===== src/rtl/silife_gen_ctrl.sv =====
// Generation scheduler for the silife grid: free-run at a programmed period or single-step; arbitrates host writes vs generations.
// Latency: grid_start one cycle after the request is taken; gen_tick/gen_count one cycle after grid_done; wr_grant one cycle after wr_req is taken.
// Backpressure: host writes are held off (wr_grant=0) for the whole of a generation; the generation itself waits indefinitely for grid_done.
module silife_gen_ctrl #(
  parameter int PERIOD_W = 16,
  parameter int GEN_W    = 16
) (
  input  logic                clk,
  input  logic                reset,
  input  logic                run,
  input  logic                step,
  input  logic [PERIOD_W-1:0] period,
  input  logic                clr_gen,
  input  logic                wr_req,
  output logic                wr_grant,
  output logic                grid_start,
  input  logic                grid_done,
  output logic                gen_tick,
  output logic [GEN_W-1:0]    gen_count,
  output logic                busy
);

  typedef enum logic [1:0] {
    S_IDLE = 2'd0,
    S_WAIT = 2'd1,
    S_GEN  = 2'd2,
    S_HOST = 2'd3
  } state_t;

  state_t              state;
  state_t              state_nxt;
  state_t              ret;
  state_t              ret_nxt;
  logic [PERIOD_W-1:0] timer;
  logic [PERIOD_W-1:0] timer_nxt;
  logic                step_pend;
  logic                step_take;
  logic                done_acc;

  // A grid_done only counts while a generation is actually in flight.
  assign done_acc = (state == S_GEN) && grid_done;

  // Next-state decode: host access first, then pending step, then free-run.
  always_comb begin
    state_nxt = state;
    ret_nxt   = ret;
    timer_nxt = timer;
    step_take = 1'b0;
    unique case (state)
      S_IDLE: begin
        if (wr_req) begin
          state_nxt = S_HOST;
          ret_nxt   = S_IDLE;
        end else if (step_pend) begin
          state_nxt = S_GEN;
          step_take = 1'b1;
        end else if (run) begin
          state_nxt = S_WAIT;
          timer_nxt = period;
        end
      end
      S_WAIT: begin
        // Timer is left untouched on the way to HOST so WAIT resumes where it paused.
        if (wr_req) begin
          state_nxt = S_HOST;
          ret_nxt   = S_WAIT;
        end else if (!run) begin
          state_nxt = S_IDLE;
        end else if (timer == '0) begin
          state_nxt = S_GEN;
        end else begin
          timer_nxt = timer - PERIOD_W'(1);
        end
      end
      S_GEN: begin
        // Nothing aborts a generation; only grid_done releases it.
        if (grid_done) begin
          if (wr_req) begin
            state_nxt = S_HOST;
            ret_nxt   = S_IDLE;
          end else if (step_pend) begin
            state_nxt = S_IDLE;
          end else if (run) begin
            state_nxt = S_WAIT;
            timer_nxt = period;
          end else begin
            state_nxt = S_IDLE;
          end
        end
      end
      S_HOST: begin
        if (!wr_req) begin
          state_nxt = ret;
        end
      end
      default: begin
        state_nxt = S_IDLE;
      end
    endcase
  end

  // FSM state plus registered outputs, all derived from the state being entered.
  always_ff @(posedge clk or posedge reset) begin
    if (reset) begin
      state      <= S_IDLE;
      ret        <= S_IDLE;
      timer      <= '0;
      wr_grant   <= 1'b0;
      grid_start <= 1'b0;
      gen_tick   <= 1'b0;
      busy       <= 1'b0;
    end else begin
      state      <= state_nxt;
      ret        <= ret_nxt;
      timer      <= timer_nxt;
      wr_grant   <= (state_nxt == S_HOST);
      grid_start <= (state_nxt == S_GEN) && (state != S_GEN);
      gen_tick   <= done_acc;
      busy       <= (state_nxt == S_GEN);
    end
  end

  // Pending single-step request; a step arriving as one is consumed still counts.
  always_ff @(posedge clk or posedge reset) begin
    if (reset) begin
      step_pend <= 1'b0;
    end else if (step && !run) begin
      step_pend <= 1'b1;
    end else if (step_take) begin
      step_pend <= 1'b0;
    end
  end

  // Completed-generation counter; clear wins over a same-cycle completion.
  always_ff @(posedge clk or posedge reset) begin
    if (reset) begin
      gen_count <= '0;
    end else if (clr_gen) begin
      gen_count <= '0;
    end else if (done_acc) begin
      gen_count <= gen_count + GEN_W'(1);
    end
  end

endmodule


===== config.mk =====
export PLATFORM = sky130hd
export DESIGN_NAME = silife_gen_ctrl
export DESIGN_NICKNAME = d
export VERILOG_FILES = /design/src/rtl/silife_gen_ctrl.sv
export SDC_FILE = /design/constraint.sdc
export NUM_CORES = 1
export LEC_CHECK = 0
export CORE_ASPECT_RATIO = 0.7
export CORE_MARGIN = 2
export CORE_UTILIZATION = 49
export CTS_BUF_LIST = sky130_fd_sc_hd__clkbuf_8
export DETAILED_ROUTE_END_ITERATION = 10
export PLACE_DENSITY = 0.86
export SKIP_CTS_REPAIR_TIMING = 1
export SLEW_MARGIN = 20
export SYNTH_ARGS = -nofsm -noshare
export SYNTH_HDL_FRONTEND = slang
export SYNTH_SLANG_ARGS = --single-unit

===== constraint.sdc =====
create_clock -name clk -period 2.1 [get_ports clk]
set_input_delay 0.315 -clock clk [delete_from_list [all_inputs] [get_ports clk]]
set_output_delay 0.315 -clock clk [all_outputs]
set_load 0.02 [all_outputs]

==> qor.yml <==
gr-total-overflow: 0
postLayoutCellArea_um2: 3060
clk_path_buf_depth: 2
crit_path_start_kind: "flip-flop"
ys_async_sr_fraction_pct: 100
drive_above_1_share_pct: 16.0
drt-pass1-iter-count: 5
final_core_util_pct: 65.5
power_density_nw_per_um2: 929
start_util_pct: 50.1
die_y_um: 61.8
fin_skew_ns: 0.00482
clk_latency_ns: 0.29
period_share_pct: 96.0
synth_enable_flop_cells: 0
slew_headroom_pct: 66.2
routed_via_density: 6.21
num_vias: 2291
fin_nets: 336
power_frac_seq_pct: 43.2
syn_nets: 277
ys_warn_count: 0
peakVddDrop_v: 0.000598
synth_area_leader_cell: "dfrtp_1"
ys.flop_type: "dfrtp_1"
setup_viol: 0
tritoncts: "built"
arrival_ns: 2.22
numCtsBuffers: 5
max_freq_ghz: 0.496
worst_pin_slew_ns: 0.507
cts_root_buf: "clkbuf_8"
grt_max_degree: 41
status: "finished, final reports clean"
intPower_uw: 1730
wire_per_inst_um: 16.7
place.detailed.hpwl_um: 4440
critical_path_required_ns: 2.31
hp-class: "primary input to async pin"
grt_pass1_vias: 2031
gp_congestion: 0.853
clkTransAtPathRegs_ns: 0.08
synth.area.top_cells: "dfrtp_1 (43%), nor2_1 (5.3%), xor2_1 (3.0%)"
rows: 21
port-buffer-count: 42
clockPowerShare_pct: 18.6
cap_violations: 0
avgSynthCellArea_um2: 9.29
numClockSinks: 40
nFillCells: 383
min_period_ns: 2.02
ys_types: 60
h-tree-depth: 2
routed_wl_um: 6150
die_area_um2: 5360
p_leak_uw: 0.00127
hold_violations: 0
synth_seq_area_share_pct: 42.7
final_cell_mix: "clkdlybuf4s50_1 (42), dfrtp_1 (40), nor2_1 (33)"
layout_commonest_cell: "clkdlybuf4s50_1"
antenna_found_initial: 0
p_comb_share_pct: 38.1
final_antenna_net_count: 0
die-width_um: 86.6
antenna_cells: 0
critPathCaptureType: "flip-flop"
crit_fanout: 4
drv_slew: 0
post_dp_cell_area_um2: 2950
reg2regPathDepth: 5
synth_area_um2: 2340
io_pins: 43
grt_pass1_wl_um: 9910
syn2layout_area_growth_pct: 30.8
netSwitchingFraction_pct: 39.3
track_usage_pct: 24.4
syn_inst: 252
holdWs_ns: 0.434
drtIter0Drc: 225
synth_top_area_share_pct: 42.7
drc: 0
critPathKind: "flip-flop to flip-flop"
core_um2: 4680
netSwitchingPower_uw: 1120
synth-seq-cells: 40
==> worst max-delay path: stages (launching register included) <==
cell	delay (ns)
dfrtp_1	0.44
or4_1	0.64
nor4_4	0.41
buf_4	0.18
a221oi_2	0.08
a211oi_2	0.17
==> flip-flops by register name (all words and copies together), names as in the netlist <==
name,cells
gen_tick,1
wr_grant,1
grid_start,1
gen_count,16
state,2
busy,1
step_pend,1
ret,1
timer,16
==> cell usage after synthesis, types with 2 or more instances <==
| cell | n |
|---|---|
| dfrtp_1 | 40 |
| nor2_1 | 33 |
| a21oi_1 | 12 |
| o21ai_0 | 12 |
| nand4_1 | 10 |
| nand2_1 | 9 |
| clkbuf_1 | 8 |
| inv_1 | 8 |
| nor3_1 | 8 |
| xor2_1 | 8 |
| a31oi_1 | 7 |
| nand3_1 | 7 |
| a2bb2oi_1 | 6 |
| buf_2 | 5 |
| nand2b_1 | 5 |
| and3_1 | 4 |
| nor2b_1 | 4 |
| or3_1 | 4 |
| and2_1 | 3 |
| mux2i_1 | 3 |
| nor3b_1 | 3 |
| o22ai_1 | 3 |
| a22oi_1 | 2 |
| a311oi_1 | 2 |
| a41oi_1 | 2 |
| and4_1 | 2 |
| ha_1 | 2 |
| inv_2 | 2 |
| mux2_2 | 2 |
| nor4_2 | 2 |
| o211ai_1 | 2 |
| o32a_1 | 2 |
| or4_1 | 2 |
| or4b_1 | 2 |
==> power by group through the flow <==
stage | combinational (µW) | sequential, µW | clock (µW)
CTS | 1050 | 1200 | 546
floorplan | 653 | 1180 | 0
finish | 1090 | 1230 | 530
global route | 1170 | 1250 | 588
global placement | 1010 | 1200 | 0
detailed placement | 1040 | 1210 | 0
==> cell type report <==
class | instances | area, µm² | area share [%]
clock buffer | 6 | 82.6 | 2.70
clock inverter | 2 | 10.0 | 0.327
inverter | 10 | 37.5 | 1.23
multi-input combinational | 188 | 1260 | 41.1
sequential | 40 | 1000 | 32.7
tap | 57 | 71.3 | 2.33
timing repair buffer | 66 | 601 | 19.6
==> final timing paths <==
check | start | endpoint | slack, ns
worst min-delay path | reset | gen_tick | 0.43
max in group asynchronous | reset | gen_count[9] | 1.31
worst max-delay path | timer[15] | grid_start | 0.08
min in group clk | timer[6] | timer[6] | 0.55
worst max register to register | timer[15] | grid_start | 0.08
worst min register to register | timer[6] | timer[6] | 0.55
==> per-stage QoR <==
step,total power [µW],setup TNS (ns),setup WS (ns),cells
2_1_floorplan,1840,0,0.0856,252
3_5_place_dp,2260,-0.159,-0.0693,360
5_1_grt,3010,-0.00762,-0.00762,369
4_1_cts,2800,-0.230,-0.0980,368
6_report,2850,0,0.0837,369
3_3_place_gp,2200,0,0.0191,360
==> metal layers <==
layer	share of wire [%]	vias up	GRT usage, %	routed length, µm
met4	1.8	0	9.38	108
met3	7.8	21	4.76	479
li1	-	1063	-	-
met1	46	1074	36.1	2850
met5	0	-	0	0
met2	44	133	35.9	2710
==> cell families (layout without fill, tap and decap cells) <==
logic type,after synthesis,after routing,synth area share [%]
mux,5,5,2.24
compound gates,67,67,20.9
buf+inv,24,84,4.11
fa+ha+maj,2,2,1.07
xor+xnor,9,9,3.37
simple gates,105,105,25.6
flops,40,40,42.7
No activity file was read; power rests on OpenSTA's default activity.
